$ cat src/rtl/muldiv_pkg.sv
// Shared encodings for the multiply/divide unit: op codes, FSM states and
// divide-by-zero result constants.
package muldiv_pkg;

  localparam logic [2:0] OP_MULT  = 3'd0;
  localparam logic [2:0] OP_MULTU = 3'd1;
  localparam logic [2:0] OP_DIV   = 3'd2;
  localparam logic [2:0] OP_DIVU  = 3'd3;
  localparam logic [2:0] OP_MTHI  = 3'd4;
  localparam logic [2:0] OP_MTLO  = 3'd5;

  localparam logic [1:0] StIdle = 2'd0;
  localparam logic [1:0] StMul  = 2'd1;
  localparam logic [1:0] StDiv  = 2'd2;
  localparam logic [1:0] StFix  = 2'd3;

  // Divide by zero: LO is all ones (sliced to the datapath width), HI is the dividend.
  localparam int unsigned   DivZeroMaxW = 64;
  localparam logic [DivZeroMaxW-1:0] DIV0_LO = '1;

endpackage

$ cat src/rtl/muldiv_div_core.sv
// Iterative unsigned restoring divider, one quotient bit per cycle, MSB first.
// With MULDIV_EARLY_OUT_EN defined, a zero divisor or dividend < divisor finishes in one cycle.
module muldiv_div_core #(
  parameter int unsigned W = 32
) (
  input  logic         clk,
  input  logic         rst,
  input  logic         start_i,
  input  logic         abort_i,
  input  logic [W-1:0] dividend_i,
  input  logic [W-1:0] divisor_i,
  output logic         done_o,
  output logic [W-1:0] quotient_o,
  output logic [W-1:0] remainder_o
);

  localparam int unsigned CntW = $clog2(W);

  logic            busy_q, busy_d;
  logic [CntW-1:0] cnt_q, cnt_d;
  logic [W-1:0]    rem_q, rem_d;
  logic [W-1:0]    quo_q, quo_d;
  logic [W-1:0]    dsr_q, dsr_d;
  logic [W:0]      shifted;
  logic [W:0]      diff;
  logic            last;
  logic            early;

  assign quotient_o  = quo_q;
  assign remainder_o = rem_q;

  always_comb begin
    shifted = {rem_q, quo_q[W-1]};
    diff    = shifted - {1'b0, dsr_q};
    last    = (cnt_q == CntW'(W - 1));
`ifdef MULDIV_EARLY_OUT_EN
    // quo_q still holds the untouched dividend in the first iteration.
    early   = (cnt_q == '0) && ((dsr_q == '0) || (quo_q < dsr_q));
`else
    early   = 1'b0;
`endif
    // done_o flags that the result is final at the coming edge.
    done_o  = busy_q & (last | early);

    busy_d = busy_q;
    cnt_d  = cnt_q;
    rem_d  = rem_q;
    quo_d  = quo_q;
    dsr_d  = dsr_q;

    if (start_i) begin
      busy_d = 1'b1;
      cnt_d  = '0;
      rem_d  = '0;
      quo_d  = dividend_i;
      dsr_d  = divisor_i;
    end else if (busy_q) begin
      if (early) begin
        busy_d = 1'b0;
        rem_d  = quo_q;
        quo_d  = '0;
      end else begin
        if (!diff[W]) begin
          rem_d = diff[W-1:0];
          quo_d = {quo_q[W-2:0], 1'b1};
        end else begin
          rem_d = shifted[W-1:0];
          quo_d = {quo_q[W-2:0], 1'b0};
        end
        cnt_d = cnt_q + 1'b1;
        if (last) begin
          busy_d = 1'b0;
        end
      end
    end
  end

  always_ff @(posedge clk) begin
    if (rst) begin
      busy_q <= 1'b0;
      cnt_q  <= '0;
      rem_q  <= '0;
      quo_q  <= '0;
      dsr_q  <= '0;
    end else begin
      busy_q <= abort_i ? 1'b0 : busy_d;
      cnt_q  <= cnt_d;
      rem_q  <= rem_d;
      quo_q  <= quo_d;
      dsr_q  <= dsr_d;
    end
  end

endmodule

$ cat src/rtl/pipeline_muldiv.sv
// Multi-cycle multiply/divide unit owning HI/LO, with valid/ready handshake and kill.
// MULDIV_EARLY_OUT_EN (in muldiv_div_core) enables the two-cycle short divide path.
module pipeline_muldiv
  import muldiv_pkg::*;
#(
  parameter int unsigned W          = 32,
  parameter int unsigned MUL_STAGES = 2
) (
  input  logic         clk,
  input  logic         rst,
  input  logic         req_valid,
  input  logic [2:0]   req_op,
  input  logic [W-1:0] req_a,
  input  logic [W-1:0] req_b,
  output logic         req_ready,
  input  logic         kill,
  output logic [W-1:0] hi_out,
  output logic [W-1:0] lo_out,
  output logic         busy,
  output logic         done,
  output logic         bad_op
);

  localparam int unsigned MulCntW = (MUL_STAGES > 1) ? $clog2(MUL_STAGES) : 1;

  logic [1:0]         state_q, state_d;
  logic [W-1:0]       hi_q, hi_d;
  logic [W-1:0]       lo_q, lo_d;
  logic               done_q, done_d;
  logic               bad_op_q, bad_op_d;
  logic [MulCntW-1:0] mul_cnt_q, mul_cnt_d;
  logic [W-1:0]       a_q, a_d;
  logic [W-1:0]       b_q, b_d;
  logic               mul_signed_q, mul_signed_d;
  logic               q_neg_q, q_neg_d;
  logic               r_neg_q, r_neg_d;
  logic               b_zero_q, b_zero_d;

  logic               div_signed;
  logic [W-1:0]       a_mag;
  logic [W-1:0]       b_mag;
  logic               div_start;
  logic               div_done;
  logic [W-1:0]       div_quo;
  logic [W-1:0]       div_rem;
  logic [W-1:0]       fix_quo;
  logic [W-1:0]       fix_rem;
  logic [2*W-1:0]     a_ext;
  logic [2*W-1:0]     b_ext;
  logic [2*W-1:0]     prod;

  assign req_ready = (state_q == StIdle);
  assign busy      = ~req_ready;
  assign hi_out    = hi_q;
  assign lo_out    = lo_q;
  assign done      = done_q;
  assign bad_op    = bad_op_q;

  assign div_signed = (req_op == OP_DIV);
  assign a_mag      = (div_signed && req_a[W-1]) ? -req_a : req_a;
  assign b_mag      = (div_signed && req_b[W-1]) ? -req_b : req_b;

  // A 2W-bit product of 2W-bit extended operands is exact for both signednesses.
  assign a_ext = {{W{mul_signed_q & a_q[W-1]}}, a_q};
  assign b_ext = {{W{mul_signed_q & b_q[W-1]}}, b_q};
  assign prod  = a_ext * b_ext;

  assign fix_quo = q_neg_q ? -div_quo : div_quo;
  assign fix_rem = r_neg_q ? -div_rem : div_rem;

  muldiv_div_core #(
    .W (W)
  ) u_div_core (
    .clk         (clk),
    .rst         (rst),
    .start_i     (div_start),
    .abort_i     (kill),
    .dividend_i  (a_mag),
    .divisor_i   (b_mag),
    .done_o      (div_done),
    .quotient_o  (div_quo),
    .remainder_o (div_rem)
  );

  always_comb begin
    state_d      = state_q;
    hi_d         = hi_q;
    lo_d         = lo_q;
    done_d       = 1'b0;
    bad_op_d     = 1'b0;
    mul_cnt_d    = mul_cnt_q;
    a_d          = a_q;
    b_d          = b_q;
    mul_signed_d = mul_signed_q;
    q_neg_d      = q_neg_q;
    r_neg_d      = r_neg_q;
    b_zero_d     = b_zero_q;
    div_start    = 1'b0;

    case (state_q)
      StIdle: begin
        // A kill in the accept cycle drops the request entirely.
        if (req_valid && !kill) begin
          case (req_op)
            OP_MULT, OP_MULTU: begin
              state_d      = StMul;
              mul_cnt_d    = MulCntW'(MUL_STAGES - 1);
              a_d          = req_a;
              b_d          = req_b;
              mul_signed_d = (req_op == OP_MULT);
            end
            OP_DIV, OP_DIVU: begin
              state_d   = StDiv;
              div_start = 1'b1;
              a_d       = req_a;
              b_d       = req_b;
              q_neg_d   = div_signed & (req_a[W-1] ^ req_b[W-1]);
              r_neg_d   = div_signed & req_a[W-1];
              b_zero_d  = (req_b == '0);
            end
            OP_MTHI: hi_d     = req_a;
            OP_MTLO: lo_d     = req_a;
            default: bad_op_d = 1'b1;
          endcase
        end
      end
      StMul: begin
        if (kill) begin
          state_d = StIdle;
        end else if (mul_cnt_q == '0) begin
          state_d = StIdle;
          hi_d    = prod[2*W-1:W];
          lo_d    = prod[W-1:0];
          done_d  = 1'b1;
        end else begin
          mul_cnt_d = mul_cnt_q - 1'b1;
        end
      end
      StDiv: begin
        if (kill) begin
          state_d = StIdle;
        end else if (div_done) begin
          state_d = StFix;
        end
      end
      StFix: begin
        state_d = StIdle;
        if (!kill) begin
          done_d = 1'b1;
          if (b_zero_q) begin
            hi_d = a_q;
            lo_d = DIV0_LO[W-1:0];
          end else begin
            hi_d = fix_rem;
            lo_d = fix_quo;
          end
        end
      end
      default: state_d = StIdle;
    endcase
  end

  always_ff @(posedge clk) begin
    if (rst) begin
      state_q      <= StIdle;
      hi_q         <= '0;
      lo_q         <= '0;
      done_q       <= 1'b0;
      bad_op_q     <= 1'b0;
      mul_cnt_q    <= '0;
      a_q          <= '0;
      b_q          <= '0;
      mul_signed_q <= 1'b0;
      q_neg_q      <= 1'b0;
      r_neg_q      <= 1'b0;
      b_zero_q     <= 1'b0;
    end else begin
      state_q      <= state_d;
      hi_q         <= hi_d;
      lo_q         <= lo_d;
      done_q       <= done_d;
      bad_op_q     <= bad_op_d;
      mul_cnt_q    <= mul_cnt_d;
      a_q          <= a_d;
      b_q          <= b_d;
      mul_signed_q <= mul_signed_d;
      q_neg_q      <= q_neg_d;
      r_neg_q      <= r_neg_d;
      b_zero_q     <= b_zero_d;
    end
  end

endmodule

$ cat config.mk
export PLATFORM = sky130hd
export DESIGN_NAME = pipeline_muldiv
export DESIGN_NICKNAME = d
export VERILOG_FILES = /design/src/rtl/muldiv_pkg.sv /design/src/rtl/muldiv_div_core.sv /design/src/rtl/pipeline_muldiv.sv
export SDC_FILE = /design/constraint.sdc
export NUM_CORES = 2
export LEC_CHECK = 0
export BUFFER_PORTS_ARGS = -buffer_cell sky130_fd_sc_hd__buf_2
export CAP_MARGIN = 25
export CORE_ASPECT_RATIO = 1.4
export CORE_MARGIN = 5
export CORE_UTILIZATION = 45
export CTS_CLUSTER_SIZE = 14
export DETAILED_ROUTE_END_ITERATION = 10
export PLACE_DENSITY = 0.71
export SYNTH_ARGS = -nofsm -noshare
export SYNTH_HDL_FRONTEND = slang
export SYNTH_SLANG_ARGS = --single-unit
$ cat constraint.sdc
create_clock -name clk -period 8.05 [get_ports clk]
set_input_delay 1.61 -clock clk [delete_from_list [all_inputs] [get_ports clk]]
set_output_delay 1.61 -clock clk [all_outputs]
set_load 0.02 [all_outputs]
# Word level (Yosys, flattened, before mapping)
# Index checks and enable logic that the tools add are counted.
# totals
regBits,239
latch_bits,0
ram_bits,0
romBits,0
output_inout_bits,68
elab_cells,121
memories,0
# op_classes
add_sub_neg,7
mul,1
div_mod_pow,0
magnitude_cmp,0
n_eq_ne,19
shifts,0
n_mux,45
n_bitwise,8
n_reduce_logical,24
# ops
cell,n
two-way mux 32 bit,19
case mux 32 bit (3 select lines),2
negator 32 bit,4
multiplier 33 x 33 -> 64 bit,1
subtractor 33 x 32 -> 33 bit,1
logical NOT 32 bit,1
two-way mux 1 bit,15
AND reduction 6 bit,2
two-way mux 2 bit,5
AND reduction 3 bit,3
"!= test 2 x 1 -> 1 bit, second input constant",4
case mux 2 bit (4 select lines),1
AND reduction 4 bit,2
OR reduction 2 bit,4
"== test 3 x 2 -> 1 bit, second input constant",2
"== test 3 bit, second input constant",2
"!= test 2 bit, second input constant",3
"!= test 3 bit, second input constant",2
OR reduction 6 bit,1
"adder 5 x 1 -> 5 bit, second input constant",1
AND 1 bit,5
"== test 5 bit, second input constant",1
"== test 2 bit, second input constant",2
case mux 1 bit (2 select lines),2
other kinds (15),19

# Depth between registers and ports, before layout
# logic_depth
ltp_word,6
mapped_depth,31
ltp_nobuf,28

# Modules after synthesis
# A second synthesis with hierarchy kept.
# unflattened
cells_unflattened,6203
hier_area_um2,52908.2
# modules_own_cells
mod,n_inst,cells_each,area_each_um2,seq_area_each_um2
pipeline_muldiv,1,5444,46824.9,2742.6
muldiv_div_core,1,759,6083.3,2042.0

# Worst setup path after synthesis
# OpenSTA, ideal clock, no wires.
# synth_path
kind,flip-flop to flip-flop
startpoint,reg a_q[31]
endpoint,reg hi_q[31] (netlist: hi_out[31])
arrival_time_ps,8278
t_required_ps,7919
slack_ps,-359
path_stages_with_launch,32
n_path_buf,3
path_cell_list,dfxtp_1 clkbuf_1 and2_1 clkbuf_1 nand2_1 inv_1 fa_1 inv_1 fa_1 inv_1 fa_1 fa_1 inv_1 fa_1 inv_1 fa_1 inv_1 fa_1 fa_1 inv_1 ha_1 clkbuf_1 nand3_1 or3_1 nor4b_1 a32o_1 a31o_2 nor4_1 o211ai_1 o221ai_1 xnor2_1 o32ai_1
# synth_via
elab_chain_cells,5
word_cells_on_any_way,7
# synth_rtl
item,line,text
"start, declared",pipeline_muldiv.sv:32,"logic [W-1:0] a_q, a_d;"
"start signal, assigned",pipeline_muldiv.sv:171,a_q <= '0;
"start signal, assigned",pipeline_muldiv.sv:184,a_q <= a_d;
AND 1 bit,pipeline_muldiv.sv:64,"assign a_ext = {{W{mul_signed_q & a_q[W-1]}}, a_q};"
multiplier 33 x 33 -> 64 bit,pipeline_muldiv.sv:66,assign prod = a_ext * b_ext;
two-way mux 32 bit,pipeline_muldiv.sv:130,end else if (mul_cnt_q == '0) begin
two-way mux 32 bit,pipeline_muldiv.sv:128,if (kill) begin
case mux 32 bit (3 select lines) *,pipeline_muldiv.sv:100,case (state_q)
"end signal, assigned",pipeline_muldiv.sv:179,hi_q <= hi_d;
"end, declared",pipeline_muldiv.sv:27,"logic [W-1:0] hi_q, hi_d;"
# Mark *: on every way between the ends. The rest lies on a longest branch, timed or not. The select of a mux whose other input is x is not followed.
# A chain may end at the register's enable or synchronous reset.

# Worst setup path after layout
# layout_path
startpoint,reg b_q[6]
endpoint,reg hi_q[10] (netlist: hi_out[10])
# layout_via
elab_chain_cells,4
# layout_rtl
item,line,text
"start, declared",pipeline_muldiv.sv:33,"logic [W-1:0] b_q, b_d;"
"start signal, assigned",pipeline_muldiv.sv:172,b_q <= '0;
"start signal, assigned",pipeline_muldiv.sv:185,b_q <= b_d;
multiplier 33 x 33 -> 64 bit,pipeline_muldiv.sv:66,
two-way mux 32 bit,pipeline_muldiv.sv:130,
two-way mux 32 bit,pipeline_muldiv.sv:128,
case mux 32 bit (3 select lines),pipeline_muldiv.sv:100,
# Every way passes these cells. The select of a mux whose other input is x is not followed.

==> impl_results.md <==
- Clock Skews: 0.0306 ns
- Post-Layout Cell Count: 7729
- Highest clock rate: 126 MHz
- Area of the multi-input gates: 42200 µm²
- CTS tree: built
- Area leader, netlist: fa_1
- Critical path's largest stage delay: 0.54 ns
- Placed Cells: 7632
- I/O pin count: between 100 and 150
- Vias in the first global route: 46100
- Routability Congestion: 0.981
- Post-Synthesis Cell Area: approximately 53000 µm²
- CP Launch Point: b_q[6]
- Cell row count: 148
- Die Wd: 299 µm
- Routed WL: between 150000 and 200000 µm
- Port Buf Inserts: 138
- Synth Instances: ~6000
- H-tree lvl count: 1
- Initial core utilization: 0.453
- Final Slew Violations: 0
- Area Overhead vs Synth: 10.5%
- Top-count cell post-synth: inv_1
- Ys async rst share: 0
- Routed vias: 43100
- Worst-path clk slew: about 0.06 ns
- Minimum clock period: between 7 and 8 ns
- Warnings, synthesis: 0
- Die area: between 100000 and 150000 µm²
- Status: finished clean
- Root Buffer: clkbuf_16
- Routed Antenna Nets: 0
- Setup crit end kind: flip-flop
- Initial DRC count: around 3000
- Worst Hold Launch: lo_out[27]
- Count of max-cap constraint violations: 0
- Syn nets: 7584
- Main area contributors after synthesis: fa_1, dfxtp_1, inv_1
- Worst-path maximum fanout: 12
- Peak supply drop: 0.000131 V
- Final hold slack: between 0.4 and 0.5 ns
- Global-route wire length before repair: around 250000 µm
- CP max stage cell: fa_1
- Crit path buffers/inverters: 9
- Setup Viol. Count Final: 0
- Clock tree sinks: 239
- Drt pass-1 iters: 6
- Nets: 7653
- RSZ-0062 raised after global routing: true
- GRT Residual Overflow: 0
- #FFs+latches synth: 239
- Top post-synthesis cells by count: inv_1, fa_1, nand2_1
- Clock buffer depth: 3
- Filler instances: approximately 11000
- Final hold vios: 0
- Post-route clock period utilization: 0.986
- Pwr dens: 61.9 nW/µm²
- Leakage: 27.4 nW
- Total Routing Usage GR: 0.260
- Family with the most delay on the worst path: adder cells
- Largest net degree at the start of global routing: 77
- Register area share after synthesis: 0.0909
- Rel. slew slack: 0.313
- Via density: 5.58
- DRC: 0
- Clk_lat worst skew: roughly 0.57 ns
- Inserted Clock Buffers: 25
- Initial antenna violation count: 5
- EDFF count, synth: 0
- Die extent in y: 415 µm
- CP arrival: ~8.4 ns
- Setup CP Type: reg2reg
- CP dominant cell by count: fa_1
- Sequential cell area: 4870 µm²
- Min-Delay Path Class: reg2reg
- Least-Margin Pin Slew: slightly above 1 ns
- Yosys cell types: 91
- Post-synth top area share: 0.428
- Core area: approximately 120000 µm²
- Placed wire-length estimate: 134000 µm
- DR WL/cell: 21.6 µm
- CP Launch Type: flip-flop
- CP required: ~8.5 ns
- Avg Synthesized Cell Area: 8.58 µm²
- Reg-to-reg critical path startpoint: b_q[6]
- Layout cells sized above 1: 0.0996
- CTS hold repair buffers: 0
- Top_reg_cell synth: dfxtp_1
-- per-stage QoR --
step	utilization	TNS, ns	total power [mW]	setup WS, ns	cell area, µm²
2_1_floorplan	-	0	1.95	0.0340	52700
3_3_place_gp	0.484	-0.428	2.36	-0.276	56300
3_5_place_dp	0.484	-0.607	2.37	-0.343	56300
4_1_cts	0.491	-0.00203	3.57	-0.00203	57100
5_1_grt	0.500	-0.250	3.74	-0.0772	58100
6_report	0.500	0	3.60	0.116	58200
-- sequential cells by signal, indices dropped and copies added, names as in the netlist, 2 cells and up --
signal and count:
u_div_core.quotient_o 32, hi_out 32, state_q 2, a_q 32, lo_out 32, u_div_core.remainder_o 32
u_div_core.cnt_q 5, b_q 32, u_div_core.dsr_q 32
-- layout by cell type, fill, tap and decap left out, drive strengths merged, types with 14 or more instances in the layout --
master and count:
inv 1190, fa 1126, nand2 1015, buf 423, and2 359, a21oi 250, ha 250, dfxtp 239
nor2 233, o21ai 185, xnor2 114, a211oi 97, xor2 91, mux2i 56, clkbuf 46, nor3 42
a21o 38, nand3 36, a31oi 33, and3 31, o31ai 31, o211ai 29, or3 26, nor4 21
nand2b 19, nand4 18, o21a 18, nor2b 17, a221oi 17, o41ai 17, or2 15, o221ai 14
-- worst paths after layout --
check	end	slack (ns)	cells after the start
setup / recovery	hi_out[10]	0.12	29
setup reg to reg	hi_out[10]	0.12	29
hold reg to reg	lo_out[27]	0.45	2
hold / removal	lo_out[27]	0.45	2
-- repair_timing --
item | 4_1_cts | 5_1_grt
pin swaps | 0 | 37
buffers inserted | 0 | 36
endpoints found under the setup margin | 7 | 27
resized for setup | 15 | 112
gates cloned | 0 | 10
-- area by class of cell --
| cell class | instances | area share |
|---|---|---|
| tap | 1500 | 0.0323 |
| inverter | 1191 | 0.0770 |
| timing repair buffer | 433 | 0.0662 |
| clock inverter | 9 | 0.00185 |
| sequential | 239 | 0.0837 |
| antenna | 5 | 0.000215 |
| multi-input combinational | 4316 | 0.726 |
| clock buffer | 36 | 0.0122 |
-- routing by layer --
layer	vias to the layer above	global-route usage	wire length (µm)
met5	-	0	0
li1	18900	-	-
met4	0	0.147	12500
met2	1732	0.473	85900
met3	578	0.0277	10100
met1	21900	0.296	58700
-- worst register-to-register path: cells and delay by family, from the launching register on --
family / cells / cell delay (ns)
adders and majority gates: 9 / 4.35
xor gates and xnor gates: 1 / 0.40
buffers and inverters: 9 / 0.97
AOI/OAI and AO/OA: 7 / 1.41
DFF: 1 / 0.37
muxes: 1 / 0.13
and+or+nand+nor: 2 / 0.15
-- power breakdown --
part / total [mW] / internal [mW] / switching [mW]
clock network: 1.21 / 0.675 / 0.531
logic: 1.12 / 0.403 / 0.720
registers: 1.27 / 1.22 / 0.0546
total: 3.60 / 2.30 / 1.31
-- logic make-up after synthesis --
| logic type | after synthesis | share of synthesized area |
|---|---|---|
| AOI/OAI and AO/OA | 809 | 0.0986 |
| xor gates and xnor gates | 205 | 0.0341 |
| adders and majority gates | 1376 | 0.488 |
| buffers and inverters | 1582 | 0.113 |
| DFF | 239 | 0.0909 |
| muxes | 62 | 0.0121 |
| and+or+nand+nor | 1864 | 0.163 |
No activity file was read; power rests on OpenSTA's default activity.
